==> src/rtl/multicycle_core.sv <==
// Single-memory multicycle core for a small MIPS-like subset.
// Control FSM, IR/MDR/A/B/ALUOut, 32x32 register file and ALU.
module multicycle_core #(
    parameter logic [31:0] PC_START    = 32'h0000_0000,
    parameter int unsigned MEM_TIMEOUT = 16
) (
    input  logic        clk,
    input  logic        reset,
    output logic        mem_req,
    output logic        mem_we,
    output logic [31:0] mem_addr,
    output logic [31:0] mem_wdata,
    input  logic [31:0] mem_rdata,
    input  logic        mem_ready,
    output logic [31:0] pc,
    output logic        retire,
    output logic        halted,
    output logic [1:0]  err_code
);

    typedef enum logic [3:0] {
        FETCH, DECODE, MEMADR, MEMRD, MEMWB, MEMWR, EXEC,
        ALUWB, ADDIEX, ADDIWB, BRANCH, JUMP, HALT
    } state_t;

    localparam logic [5:0] OP_R    = 6'b000000;
    localparam logic [5:0] OP_LW   = 6'b100011;
    localparam logic [5:0] OP_SW   = 6'b101011;
    localparam logic [5:0] OP_BEQ  = 6'b000100;
    localparam logic [5:0] OP_ADDI = 6'b001000;
    localparam logic [5:0] OP_J    = 6'b000010;
    localparam logic [5:0] F_ADD   = 6'b100000;
    localparam logic [5:0] F_SUB   = 6'b100010;
    localparam logic [5:0] F_AND   = 6'b100100;
    localparam logic [5:0] F_OR    = 6'b100101;
    localparam logic [5:0] F_SLT   = 6'b101010;

    state_t      state_q, state_d;
    logic [31:0] pc_q, pc_d, ir_q, ir_d, mdr_q, mdr_d;
    logic [31:0] a_q, a_d, b_q, b_d, alu_q, alu_d;
    logic [31:0] wait_q, wait_d;
    logic [1:0]  err_q, err_d;
    logic [31:0] rf_q [32];

    logic        rf_we, req, retire_c, tmo, zero, funct_ok;
    logic [4:0]  rf_waddr, rs, rt, rd;
    logic [5:0]  op, funct;
    logic [31:0] rf_wdata, simm, rs_val, rt_val, alu_r;

    assign op     = ir_q[31:26];
    assign rs     = ir_q[25:21];
    assign rt     = ir_q[20:16];
    assign rd     = ir_q[15:11];
    assign funct  = ir_q[5:0];
    assign simm   = {{16{ir_q[15]}}, ir_q[15:0]};
    assign rs_val = (rs == 5'd0) ? 32'd0 : rf_q[rs];
    assign rt_val = (rt == 5'd0) ? 32'd0 : rf_q[rt];
    assign zero   = (a_q - b_q) == 32'd0;
    // Next non-ready cycle would reach the limit: give up instead.
    assign tmo    = (MEM_TIMEOUT != 0) && (wait_q + 32'd1 == MEM_TIMEOUT);

    always_comb begin
        funct_ok = 1'b1;
        alu_r    = a_q + b_q;
        case (funct)
            F_ADD:   alu_r = a_q + b_q;
            F_SUB:   alu_r = a_q - b_q;
            F_AND:   alu_r = a_q & b_q;
            F_OR:    alu_r = a_q | b_q;
            F_SLT:   alu_r = ($signed(a_q) < $signed(b_q)) ? 32'd1 : 32'd0;
            default: funct_ok = 1'b0;
        endcase
    end

    always_comb begin
        state_d  = state_q;
        pc_d     = pc_q;
        ir_d     = ir_q;
        mdr_d    = mdr_q;
        a_d      = a_q;
        b_d      = b_q;
        alu_d    = alu_q;
        wait_d   = 32'd0;
        err_d    = err_q;
        req      = 1'b0;
        mem_we   = 1'b0;
        mem_addr = pc_q;
        retire_c = 1'b0;
        rf_we    = 1'b0;
        rf_waddr = rt;
        rf_wdata = alu_q;
        unique case (state_q)
            FETCH: begin
                req = 1'b1;
                if (mem_ready) begin
                    ir_d    = mem_rdata;
                    pc_d    = pc_q + 32'd4;
                    state_d = DECODE;
                end else if (tmo) begin
                    state_d = HALT;
                    err_d   = 2'b10;
                end else begin
                    wait_d = wait_q + 32'd1;
                end
            end
            DECODE: begin
                a_d   = rs_val;
                b_d   = rt_val;
                alu_d = pc_q + (simm << 2);
                case (op)
                    OP_LW, OP_SW: state_d = MEMADR;
                    OP_ADDI:      state_d = ADDIEX;
                    OP_BEQ:       state_d = BRANCH;
                    OP_J:         state_d = JUMP;
                    OP_R: begin
                        state_d = funct_ok ? EXEC : HALT;
                        err_d   = funct_ok ? err_q : 2'b01;
                    end
                    default: begin
                        state_d = HALT;
                        err_d   = 2'b01;
                    end
                endcase
            end
            MEMADR: begin
                alu_d   = a_q + simm;
                state_d = (op == OP_LW) ? MEMRD : MEMWR;
            end
            MEMRD: begin
                req      = 1'b1;
                mem_addr = alu_q;
                if (mem_ready) begin
                    mdr_d   = mem_rdata;
                    state_d = MEMWB;
                end else if (tmo) begin
                    state_d = HALT;
                    err_d   = 2'b10;
                end else begin
                    wait_d = wait_q + 32'd1;
                end
            end
            MEMWB: begin
                rf_we    = 1'b1;
                rf_wdata = mdr_q;
                retire_c = 1'b1;
                state_d  = FETCH;
            end
            MEMWR: begin
                req      = 1'b1;
                mem_we   = 1'b1;
                mem_addr = alu_q;
                if (mem_ready) begin
                    retire_c = 1'b1;
                    state_d  = FETCH;
                end else if (tmo) begin
                    state_d = HALT;
                    err_d   = 2'b10;
                end else begin
                    wait_d = wait_q + 32'd1;
                end
            end
            EXEC: begin
                alu_d   = alu_r;
                state_d = ALUWB;
            end
            ALUWB: begin
                rf_we    = 1'b1;
                rf_waddr = rd;
                retire_c = 1'b1;
                state_d  = FETCH;
            end
            ADDIEX: begin
                alu_d   = a_q + simm;
                state_d = ADDIWB;
            end
            ADDIWB: begin
                rf_we    = 1'b1;
                retire_c = 1'b1;
                state_d  = FETCH;
            end
            BRANCH: begin
                if (zero) pc_d = alu_q;
                retire_c = 1'b1;
                state_d  = FETCH;
            end
            JUMP: begin
                pc_d     = {pc_q[31:28], ir_q[25:0], 2'b00};
                retire_c = 1'b1;
                state_d  = FETCH;
            end
            HALT:    state_d = HALT;
            default: state_d = HALT;
        endcase
    end

    always_ff @(posedge clk or negedge reset) begin
        if (!reset) begin
            state_q <= FETCH;
            pc_q    <= PC_START;
            ir_q    <= 32'd0;
            mdr_q   <= 32'd0;
            a_q     <= 32'd0;
            b_q     <= 32'd0;
            alu_q   <= 32'd0;
            wait_q  <= 32'd0;
            err_q   <= 2'b00;
        end else begin
            state_q <= state_d;
            pc_q    <= pc_d;
            ir_q    <= ir_d;
            mdr_q   <= mdr_d;
            a_q     <= a_d;
            b_q     <= b_d;
            alu_q   <= alu_d;
            wait_q  <= wait_d;
            err_q   <= err_d;
        end
    end

    // Register file keeps its contents across reset.
    always_ff @(posedge clk) begin
        if (rf_we && rf_waddr != 5'd0) rf_q[rf_waddr] <= rf_wdata;
    end

    assign mem_req   = req & reset;
    assign retire    = retire_c & reset;
    assign mem_wdata = b_q;
    assign pc        = pc_q;
    assign halted    = (state_q == HALT);
    assign err_code  = err_q;

endmodule

==> config.mk <==
export PLATFORM = sky130hd
export DESIGN_NAME = multicycle_core
export DESIGN_NICKNAME = d
export VERILOG_FILES = /design/src/rtl/multicycle_core.sv
export SDC_FILE = /design/constraint.sdc
export NUM_CORES = 2
export LEC_CHECK = 0
export ABC_AREA = 1
export BUFFER_PORTS_ARGS = -buffer_cell sky130_fd_sc_hd__buf_2
export CAP_MARGIN = 10
export CORE_MARGIN = 8
export CORE_UTILIZATION = 30
export DETAILED_ROUTE_END_ITERATION = 8
export PLACE_DENSITY = 0.51
export SYNTH_ARGS = -nofsm -noshare
export SYNTH_HDL_FRONTEND = slang
export SYNTH_SLANG_ARGS = --single-unit
==> constraint.sdc <==
create_clock -name clk -period 4.2 [get_ports clk]
set_clock_uncertainty 0.2 [all_clocks]
set_input_delay 0.63 -clock clk [delete_from_list [all_inputs] [get_ports clk]]
set_output_delay 0.63 -clock clk [all_outputs]
set_load 0.02 [all_outputs]
==> flow_metrics.env <==
export IMPL_max_cap_violations=1
export IMPL_fin_nets=8462
export IMPL_synth_edff_count=1024
export IMPL_fin_ws_ns=0.167
export IMPL_synth_area_um2=69800
export IMPL_hp_class="input port to flip-flop"
export IMPL_required_ns=3.37
export IMPL_critical_path_startpoint_type="flip-flop"
export IMPL_p_comb_share_pct=55.6
export IMPL_vdd_ir_drop_max_uv=561
export IMPL_yosys_area_share_simple_pct=15.7
export IMPL_p_sw_uw=35200
export IMPL_critPathCaptureType="output pin"
export IMPL_insertion_delay_ns=0.83
export IMPL_drt_iter0_drc=9095
export IMPL_grt_pass1_vias=62100
export IMPL_die_y_um=498
export IMPL_setup_viol=0
export IMPL_routabilityCongestion=0.975
export IMPL_dr_pass1_iters=7
export IMPL_status="complete, but fails checks"
export IMPL_cts_sinks=1254
export IMPL_synth_top_family_by_area="compound AO/OA/AOI/OAI gates"
export IMPL_async_flop_share_pct=18.3
export IMPL_ios=137
export IMPL_layout_min_cycle_time_ns=4.03
export IMPL_finalPower_uw=69500
export IMPL_grtUsageTotal_pct=24.9
export IMPL_post_drt_wl_per_cell_um=28.4
export IMPL_ant_nets=0
export IMPL_drive_above_1_share_pct=9.93
export IMPL_path_class="flip-flop to output pin"
export IMPL_syn_area_per_cell_um2=8.59
export IMPL_clockBufferDepth=3
export IMPL_synth_xor_xnor_area_share_pct=0.891
export IMPL_nFillCells=23500
export IMPL_grt_pass1_wl_um=458000
export IMPL_powerDensity_nw_per_um2=856
export IMPL_clkTransAtPathRegs_ns=0.06
export IMPL_cts_htree_levels=4
export IMPL_synthMuxAreaShare_pct=0
export IMPL_post_cts_buffers=0
export IMPL_die_w_um=498
export IMPL_violations="capacitance limit, slew limit"
export IMPL_post_route_drc_count=0
export IMPL_routed_via_count=66100
export IMPL_yosys_warnings=0
export IMPL_design_area_um2=81100
export IMPL_coreArea_um2=232000
export IMPL_gr_total_overflow=0
export IMPL_antenna_found_initial=28
export IMPL_seqPwrFrac_pct=25.8
export IMPL_dpl_cell_area_um2=76000
export IMPL_initial_utilization_pct=30.1
export IMPL_multi_input_area_um2=29500
export IMPL_port_buffers=136
export IMPL_mostFrequentLayoutCell="o21ai_0"
export IMPL_dp_hpwl_um=216000
export IMPL_cts_buffers=147
export IMPL_netSwitchingFraction_pct=50.7
export IMPL_yosys_register_bits=1254
export IMPL_crit_arrival_ns=3.20
export IMPL_grt_setup_unrepaired="no"
export IMPL_cp_max_fo=62
export IMPL_mostFrequentLayoutCells="1639 x o21ai_0, 1410 x nor2_1, 1024 x edfxtp_1"
export IMPL_slew_headroom_pct=-3.24
export IMPL_hold_viol_final=0
export IMPL_p_leak_uw=0.0301
export IMPL_synth_compound_area_share_pct=21.9
export IMPL_tightest_slew_ns=1.53
export IMPL_tritoncts="built"
export IMPL_drt_vias_per_instance=5.78
export IMPL_layout_worst_path_cycle_share_pct=96.0
export IMPL_finalWirelength_um=325000
export IMPL_dieArea_um2=248000
export IMPL_dp_cells=11100
export IMPL_synthToLayoutAreaGrowth_pct=16.3
export IMPL_clockPowerShare_pct=18.5
export IMPL_rows=177
export IMPL_stdcell_count=11400
export IMPL_fmax_mhz=248
export IMPL_yosys_area_share_adder_pct=2.97
export IMPL_grt_max_degree=225
export IMPL_seqCellArea_um2=36500
export IMPL_dp_slack_ns=0.188
export IMPL_slew_viol_final=2
export IMPL_p_int_uw=34200
export IMPL_clock_root_buffer="clkbuf_16"
export IMPL_syn_inst=8126
export IMPL_ys_types=58
export IMPL_ys_flop_type="edfxtp_1"
export IMPL_ys_seq_area_share_pct=52.3
[power by group through the flow]
stage / Sequential, µW / Clock (µW) / Combinational (µW)
4_1_cts: 17900 / 13100 / 37800
5_1_grt: 18000 / 13500 / 41200
3_3_place_gp: 18100 / 0 / 37700
2_1_floorplan: 17700 / 0 / 21100
6_report: 17900 / 12900 / 38700
3_5_place_dp: 18100 / 0 / 37700
[cells by family (layout without fill, tap and decap cells)]
family                   after synthesis  count (layout)
AO/OA/AOI/OAI                       2783            2783
XOR/XNOR                              71              71
adder cells (fa/ha/maj)              163             163
buffers and inverters               1124            1347
flip-flops                          1254            1254
other                                  1              42
AND/OR/NAND/NOR                     2730            2731
[critical path, cell delays in order, from the launching register on]
cell	delay [ns]
dfrtp_1	0.40
inv_1	0.07
nor2_1	0.09
inv_1	0.09
nor2_1	0.63
nor2_4	0.07
buf_4	0.30
o21ai_1	0.47
buf_2	0.26
[routing by layer]
metal / vias up / part of all wire, % / global-route usage, %
li1: 28900 / - / -
met1: 32500 / 43 / 34.8
met2: 3984 / 43 / 37.5
met3: 694 / 9.7 / 4.77
met4: 8 / 4.8 / 11.1
met5: - / 0.018 / 0
[final timing paths]
kind	start	to	slack (ns)	cells past startpoint
max	state_q[0]$_DFF_PN0_	mem_addr[0]	0.17	8
min	mem_rdata[18]	ir_q[18]$_DFFE_PN0P_	0.05	3
max reg2reg	a_q[19]$_DFFE_PN0P_	pc[24]$_DFFE_PN0P_	0.26	19
min reg2reg	err_code[0]$_DFFE_PN0P_	err_code[0]$_DFFE_PN0P_	0.27	2
max in group asynchronous	reset	wait_q[23]$_DFF_PN0_	1.77	5
min in group asynchronous	reset	a_q[22]$_DFFE_PN0P_	0.59	3
[per-stage QoR]
step                util, %  TNS (ns)  hold slack, ns
floorplan                 -     -6.68           0.134
global placement       32.8         0           0.252
detailed placement     32.8         0           0.257
CTS                    35.0         0         0.00149
global route           35.0         0          0.0308
finish                 35.0         0          0.0549
[repair_timing]
item,in CTS,in global routing
setup endpoints to repair,0,27
hold endpoints to repair,210,0
hold buffers,33,0
resized for setup,0,5
[final cells by class]
class                           count  share of cell area, %
Clock inverter                     76                  0.930
Clock buffer                      190                   4.91
Inverter                          584                   2.74
Timing Repair Buffer              497                   5.25
Antenna cell                       10                 0.0308
Tap cell                         3043                   4.69
Multi-Input combinational cell   5780                   36.4
Sequential cell                  1254                   45.0
[synth_stat cells, drive strengths merged, types with 3 or more instances]
library cell  instances  area (µm²)
o31ai                 7        52.6
edfxtp             1024       30700
or2                  16         100
nand3               174         918
nor4                 11        68.8
xnor2                19         166
clkbuf              457        1720
clkinv               11        41.3
o221ai               52         455
a21o                  9        67.6
and2                  3        18.8
a211oi               12        90.1
nor2               1457        5510
o21a                  8        60.1
nand3b               12        90.1
nand4                71         444
nor3                 52         265
o22ai               439        2750
a22oi                 5        37.5
a32oi                 5        43.8
nand2               930        3510
ha                  159        1990
o211ai              106         796
dfrtp               230        5760
a21oi               381        1910
o21ai              1678        8400
a221oi                6        52.6
o2111ai              19         166
a21boi                5        37.5
o311ai                3        26.3
xor2                 52         455
buf                  83         398
fa                    4        80.1
inv                 573        2150
o21bai               15         113
a31oi                16         100
o32ai                12         105
[flip-flops by register name (all words and copies together) (netlist names)]
name	flops
state_q	4
ir_q	32
a_q	32
alu_q	32
pc	32
err_code	2
mdr_q	32
mem_wdata	32
rf_q	1024
wait_q	32
(Power assumes the default switching activity.)
